**src/rtl/myproject_hls_deadlock_report_arbiter.sv**
```systemverilog
// myproject_hls_deadlock_report_arbiter: debounces HLS deadlock flags and serialises confirmed events round-robin (optional DLK_REPORT_TIMESTAMP_EN adds rpt_ts)
module myproject_hls_deadlock_report_arbiter #(
  parameter int NUM_MON = 4,
  parameter int IDX_W = 2,
  parameter int THRESH = 16,
  parameter int CNT_W = 16
) (
  input  logic               clock,
  input  logic               reset,
  input  logic [NUM_MON-1:0] mon_block,
  input  logic               clr,
  output logic               rpt_valid,
  input  logic               rpt_ready,
  output logic [IDX_W-1:0]   rpt_idx,
  output logic [CNT_W-1:0]   rpt_dur,
  output logic [NUM_MON-1:0] pending,
  output logic [NUM_MON-1:0] confirmed,
`ifdef DLK_REPORT_TIMESTAMP_EN
  output logic [CNT_W-1:0]   rpt_ts,
`endif
  output logic               irq
);
  typedef enum logic {IDLE, SEND} state_t;
  state_t state, state_nxt;
  logic [CNT_W-1:0] cnt [NUM_MON];
  logic [CNT_W-1:0] cnt_nxt [NUM_MON];
  logic [NUM_MON-1:0] conf_nxt, reported;
  logic [IDX_W-1:0] rr, grant;
  logic clr_pend, clear, hs, found, go;
  int j;
`ifdef DLK_REPORT_TIMESTAMP_EN
  logic [CNT_W-1:0] ts;
  logic [CNT_W-1:0] ts_cap [NUM_MON];
`endif
  assign pending = confirmed & ~reported;
  assign rpt_valid = state == SEND;
  // Clear qualification, round-robin grant search, counter/confirm next state and FSM transitions
  always_comb begin
    clear = state == IDLE && (clr || clr_pend);
    hs = state == SEND && rpt_ready;
    found = 1'b0;
    grant = '0;
    j = 0;
    for (int k = 0; k < NUM_MON; k++) begin
      j = int'(rr) + k;
      if (j >= NUM_MON) j = j - NUM_MON;
      if (!found && pending[j]) begin
        found = 1'b1;
        grant = IDX_W'(j);
      end
    end
    go = state == IDLE && !clear && found;
    state_nxt = go ? SEND : hs ? IDLE : state;
    for (int i = 0; i < NUM_MON; i++) begin
      cnt_nxt[i] = clear ? '0 : mon_block[i] ? (&cnt[i] ? cnt[i] : cnt[i] + 1'b1) : confirmed[i] ? cnt[i] : '0;
      conf_nxt[i] = !clear && (confirmed[i] || (mon_block[i] && cnt[i] == CNT_W'(THRESH - 1)));
    end
  end
  // State, counters, sticky flags and the held report fields
  always_ff @(posedge clock) begin
    if (reset) begin
      state <= IDLE;
      cnt <= '{default: '0};
      confirmed <= '0;
      reported <= '0;
      irq <= 1'b0;
      rr <= '0;
      clr_pend <= 1'b0;
      rpt_idx <= '0;
      rpt_dur <= '0;
    end else begin
      state <= state_nxt;
      cnt <= cnt_nxt;
      confirmed <= conf_nxt;
      irq <= !clear && |confirmed;
      clr_pend <= clear ? 1'b0 : clr_pend | (state == SEND && clr);
      if (clear) reported <= '0;
      else if (hs) reported[rpt_idx] <= 1'b1;
      if (hs) rr <= int'(rpt_idx) == NUM_MON - 1 ? '0 : rpt_idx + 1'b1;
      if (go) begin
        rpt_idx <= grant;
        rpt_dur <= cnt_nxt[grant];
      end
    end
  end
`ifdef DLK_REPORT_TIMESTAMP_EN
  // Free-running timestamp, capture on each source's confirming edge, and report copy
  always_ff @(posedge clock) begin
    if (reset) begin
      ts <= '0;
      ts_cap <= '{default: '0};
      rpt_ts <= '0;
    end else begin
      ts <= ts + 1'b1;
      for (int i = 0; i < NUM_MON; i++)
        if (clear) ts_cap[i] <= '0;
        else if (conf_nxt[i] && !confirmed[i]) ts_cap[i] <= ts;
      if (go) rpt_ts <= ts_cap[grant];
    end
  end
`endif
endmodule

```
**config.mk**
```make
export PLATFORM = sky130hd
export DESIGN_NAME = myproject_hls_deadlock_report_arbiter
export DESIGN_NICKNAME = d
export VERILOG_FILES = /design/src/rtl/myproject_hls_deadlock_report_arbiter.sv
export SDC_FILE = /design/constraint.sdc
export NUM_CORES = 1
export LEC_CHECK = 0
export ABC_CLOCK_PERIOD_IN_PS = 4300
export BUFFER_PORTS_ARGS = -buffer_cell sky130_fd_sc_hd__buf_4
export CORE_MARGIN = 2
export CORE_UTILIZATION = 60
export CTS_BUF_LIST = sky130_fd_sc_hd__clkbuf_16
export DETAILED_ROUTE_END_ITERATION = 8
export GPL_ROUTABILITY_DRIVEN = 0
export MAX_ROUTING_LAYER = met4
export PLACE_DENSITY = 0.8
export SYNTH_ARGS = -nofsm -noshare
export SYNTH_HDL_FRONTEND = slang
export SYNTH_SLANG_ARGS = --single-unit
```
**constraint.sdc**
```tcl
create_clock -name clock -period 4.3 [get_ports clock]
set_clock_uncertainty 0.2 [all_clocks]
set_input_delay 0.43 -clock clock [delete_from_list [all_inputs] [get_ports clock]]
set_output_delay 0.43 -clock clock [all_outputs]
set_load 0.05 [all_outputs]
```
==> flow_summary.ini, run 1 <==
[die]
dieHeight_um = 101.3
start_util_pct = 61.80
die_x_um = 101.3
ios = 36
dieArea_um2 = 10270
row_count = 35
core_um2 = 9196

[critical_path]
crit_type = reg -> reg
endpoint_kind = flip-flop
rr_worst_depth = 7
arrival_ns = 3.02
cp_max_fo = 12
start_kind = flip-flop
crit_required_ns = 4.35

[layout]
drive_gt1_share_pct = 12.85
final_area_um2 = 6252
diodes = 0
area_growth_pct = 10.02
finalNetCount = 735

[logic_synthesis]
synthFlopType = dfxtp_1
synth_area_um2 = 5683
yosys.area.top_type = dfxtp_1
synth_cells = 703
synth.distinct_cells = 78
synth-async-reset-ratio_pct = 0
yosysMostFrequentCell = dfxtp_1
syn-num-nets = 719
synthTopCellsByArea = dfxtp_1 (33%), nor2_1 (4.9%), nand2_1 (4.6%)
postSynthAreaPerCell_um2 = 8.084
ys_seq_area_share_pct = 33.47
yosysTopAreaCellShare_pct = 33.47
synth-edff-count = 0
yosys_warnings = 0
yosys-top-cells-count = dfxtp_1 (95), nor2_1 (74), nand2_1 (70), a21oi_1 (33), nand3_1 (33)
ys_ff_latch = 95

[timing]
finalMaxSlewViolations = 0
period_share_pct = 69.22
clock.fmax_mhz = 336.0
slew-limit-headroom_pct = 33.55
final_hold_viol_count = 0
worstMarginPinSlew_ns = 0.9930
rsz0062_at_grt = false
setup_viol_count_final = 0
fin_setup_tns_ns = 0
period_minus_slack_ns = 2.977

[power_and_ir_drop]
ir_worst_vdd_v = 0.0001629
p_per_area_nw_per_um2 = 275.8
p_leak_nw = 2.070
finalPower_w = 0.001725

[worst_hold_path]
whs_path_depth = 3
hp-class = in -> reg

[clock_tree]
cts_tree = yes
clk_latency_ns = 0.35
path_clk_slew_ns = 0.07
max-clock-path-buffers = 2
clock_sinks = 95
postCtsHoldBufs = 0
cts_resized = 0
h-tree-depth = 3
cts_buffers = 9
postCtsSetupBuffers = 0
clockRootBuffer = clkbuf_16

[detailed_routing]
via_count = 5879
drtIter0Drc = 681
drc_errors = 0
firstDrtPassIters = 7
routed_via_density = 7.041
drt-wirelength-per-cell_um = 20.34
drt_wl_total_mm = 16.98
postRouteAntennaNets = 0

[global_route]
grt_use_total_pct = 35.15
grt_pass1_wl_mm = 27.87
grt-ovfl-total = 0
grt_start_max_net_pins = 47
antenna_found_initial = 0
grt_pass1_vias = 5267

[placement]
portBuffers = 35
dpl_cell_area_um2 = 5971
dp_hpwl_mm = 12.34

[job]
cap_violations = 0

[status]
outcome = finished clean
## critical path, stage by stage (launching register included)
cell	delay [ns]
dfxtp_1	0.39
ha_1	0.23
nand3_2	0.21
o41ai_2	0.96
or3_1	0.21
a31oi_1	0.12
o221a_2	0.30
nor4_1	0.26
## kinds of logic (layout without fill, tap and decap cells)
family / Yosys count / after routing / share of synthesized area, %
xor gates and xnor gates: 1 / 1 / 0.1541
buffers and inverters: 47 / 68 / 3.456
DFF: 95 / 95 / 33.47
and+or+nand+nor: 352 / 352 / 32.94
adders and majority gates: 8 / 8 / 1.761
muxes: 26 / 26 / 4.711
AOI/OAI and AO/OA: 174 / 174 / 23.51
## power by group
part | internal, W | switching [W]
clock network | 0.000399 | 0.000371
logic | 0.0000184 | 0.0000536
registers | 0.000881 | 0.00000203
## cell usage in the layout, fill, tap and decap left out, drive strengths merged, types with 7 or more instances in the layout
master	n
dfxtp	95
nor2	74
nand2	70
buf	38
nand3	37
a21oi	33
nor4	31
nor3	27
mux2i	20
nor2b	19
a31oi	18
or3	18
nand4	16
inv	16
o21ai	15
a211oi	12
or2	12
o211ai	11
nand2b	9
clkbuf	9
a2111oi	9
and3	8
ha	8
a311oi	7
o31ai	7
## state kept, by name, indices dropped and copies added (netlist names)
name,cells
reported,4
irq,1
cnt,64
clr_pend,1
confirmed,4
rr,2
rpt_dur,16
rpt_idx,2
rpt_valid,1
## per-stage QoR
stage	util [%]	setup slack [ns]	instances	hold slack (ns)
2_1_floorplan	-	1.137	703	0.2280
3_3_place_gp	64.93	1.504	819	0.2515
3_5_place_dp	64.93	1.399	819	0.2570
4_1_cts	67.99	1.377	835	0.1910
5_1_grt	67.99	1.086	835	0.2121
6_report	67.99	1.323	835	0.1941
## layout make-up
class | instances | area, um2
Clock buffer | 9 | 225.2
Clock inverter | 7 | 56.30
Fill cell | 782 | 2944
Inverter | 14 | 52.55
Multi-Input combinational cell | 561 | 3592
Sequential cell | 95 | 1902
Tap cell | 111 | 138.9
Timing Repair Buffer | 38 | 285.3
## worst paths after layout
kind | from | end | slack [ns]
max | cnt[0] | rpt_dur[6] | 1.32
max reg2reg | cnt[0] | rpt_dur[6] | 1.32
min | rpt_ready | reported[1] | 0.19
min reg2reg | reported[1] | reported[1] | 0.28
## routing by layer
layer | vias up | routed length, um | GRT usage [%]
met4 | 0 | 498 | 11.33
met1 | 2742 | 7001 | 46.24
li1 | 2727 | - | -
met2 | 351 | 7970 | 56.44
met3 | 59 | 1509 | 4.348
met5 | - | 0 | -
(Power assumes the default switching activity.)
==> inputs of run 2 (changes only) <==
--- a/config.mk
+++ b/config.mk
@@ -5,7 +5,7 @@
 export SDC_FILE = /design/constraint.sdc
 export NUM_CORES = 1
 export LEC_CHECK = 0
-export ABC_CLOCK_PERIOD_IN_PS = 4300
+export ABC_CLOCK_PERIOD_IN_PS = 2800
 export BUFFER_PORTS_ARGS = -buffer_cell sky130_fd_sc_hd__buf_4
 export CORE_MARGIN = 2
 export CORE_UTILIZATION = 60
==> constraint.sdc (replaced) <==
create_clock -name clock -period 2.8 [get_ports clock]
set_clock_uncertainty 0.2 [all_clocks]
set_input_delay 0.28 -clock clock [delete_from_list [all_inputs] [get_ports clock]]
set_output_delay 0.28 -clock clock [all_outputs]
set_load 0.05 [all_outputs]
==> flow_summary.ini, run 2 (same netlist as run 1, synthesis figures left out) <==
[clock_tree]
max-clock-path-buffers = 2
clock_sinks = 95
cts_tree = yes
clk_latency_ns = 0.35
postCtsSetupBuffers = 0
clockRootBuffer = clkbuf_16
h-tree-depth = 3
path_clk_slew_ns = 0.07
cts_buffers = 9

[die]
row_count = 35
dieHeight_um = 101.3
die_x_um = 101.3
start_util_pct = 61.80
dieArea_um2 = 10270
ios = 36
core_um2 = 9196

[critical_path]
cp_cell_sequence = ha_1 > nand2_1 > nor4_2 > a2111oi_0 > o31ai_1 > a31oi_1 > a311oi_1
arrival_ns = 2.77
critPathMaxStageDelay_ns = 0.57
crit_end = rpt_dur[5]
start_kind = flip-flop
rr_worst_depth = 7
startpoint = cnt[32]
reg2reg_slack_ns = 0.08
crit_required_ns = 2.86
worstReg2RegStart = cnt[32]
cpMaxStageDelayCell = o31ai_1
cp_max_fo = 6
crit_type = reg -> reg
endpoint_kind = flip-flop
r2r_end = rpt_dur[5]

[timing]
hold_ws_ns = 0.05847
slew-limit-headroom_pct = 47.27
finalMaxSlewViolations = 0
period_minus_slack_ns = 2.716
worst_slack_ns = 0.08425
final_hold_viol_count = 0
rsz0062_at_grt = false
period_share_pct = 96.99
worstMarginPinSlew_ns = 0.7811
clock.fmax_mhz = 368.2
fin_setup_tns_ns = 0
setup_viol_count_final = 0

[status]
outcome = finished clean

[layout]
top_regs = cnt x64, rpt_dur x16
nFillCells = 731
diodes = 0
area_growth_pct = 13.98
drive_gt1_share_pct = 15.82
largest_register_ffs = 64
regMostFlops = cnt
mostFrequentLayoutCells = dfxtp_1 (95), nor2_1 (74), nand2_1 (70), buf_4 (57)
final_common_cell = dfxtp_1
multiInputGateArea_um2 = 3613
finalNetCount = 757
stdcell_count = 857
regArea_um2 = 1902

[detailed_routing]
drc_errors = 0
routed_via_density = 7.025
drt_wl_total_mm = 17.62
via_count = 6020
postRouteAntennaNets = 0
drt-wirelength-per-cell_um = 20.56
firstDrtPassIters = 6
drtIter0Drc = 794

[power_and_ir_drop]
switching_share_pct = 25.16
ir_worst_vdd_v = 0.0002849
p_leak_nw = 2.187
p_switching_w = 0.0006759
pwr-share-comb_pct = 4.5
pwr-share-seq_pct = 50.5
p_int_w = 0.002010
p_per_area_nw_per_um2 = 414.7
p_clk_share_pct = 45.1

[global_route]
grt_use_total_pct = 35.70
antenna_found_initial = 0
grt_start_max_net_pins = 33
grt_pass1_wl_mm = 28.11
met2_usage_pct = 52.67
grt.busiest_layer = met2
grtUsageMet1_pct = 49.01
grt_pass1_vias = 5395
use_met3_pct = 6.832
grt-ovfl-total = 0

[placement]
portBuffers = 35
dp.cells = 840
dp_hpwl_mm = 12.98
pre_cts_slack_ns = 0.1889

[job]
cap_violations = 0

[worst_hold_path]
hp-class = in -> reg
whs_path_depth = 3
[run 2: worst min path at each step]
stage,start,to
after floorplan,reported[1],reported[1]
after global placement,reported[3],reported[3]
after detailed placement,reported[3],reported[3]
after CTS,rpt_ready,reported[3]
after global routing,rpt_ready,reported[3]
final,rpt_ready,reported[3]
[run 2: through the flow]
step / area, um2 / power [W] / util [%]
floorplan: 5694 / 0.001460 / -
global placement: 6165 / 0.001500 / 67.03
detailed placement: 6165 / 0.001503 / 67.03
CTS: 6464 / 0.002681 / 70.29
global route: 6477 / 0.002755 / 70.44
finish: 6477 / 0.002686 / 70.44
[run 2: final cells by class]
type | count | area share, %
clock buffer | 9 | 3.477
clock inverter | 7 | 0.9851
inverter | 14 | 0.8692
multi-input combinational | 561 | 55.79
sequential | 95 | 29.36
tap | 111 | 2.144
timing repair buffer | 60 | 7.379
[run 2: worst max-delay path, delay by kind of cell (launching register included)]
| kind | cells | cell delay (ns) |
|---|---|---|
| AOI/OAI and AO/OA | 4 | 1.26 |
| adders and majority gates | 1 | 0.27 |
| DFF | 1 | 0.36 |
| and+or+nand+nor | 2 | 0.53 |
[run 2: power groups by stage]
stage	combinational (W)	sequential, W	clock (W)
2_1_floorplan	0.0000743	0.00139	0
3_3_place_gp	0.000113	0.00139	0
3_5_place_dp	0.000116	0.00139	0
4_1_cts	0.000117	0.00136	0.00121
5_1_grt	0.000128	0.00136	0.00127
6_report	0.000121	0.00136	0.00121
[run 2: metal layers]
layer	share of wire, %	wire [um]	vias to the layer above
li1	-	-	2779
met1	41	7284	2820
met2	45	7955	369
met3	10	1843	52
met4	3.1	540	0
met5	0	0	-
[run 2: timing repair]
item                                    in CTS  in global routing
hold buffers                                 1                  0
endpoints found under the setup margin       0                  4
resized for setup                            0                  2
hold endpoints to repair                     3                  0
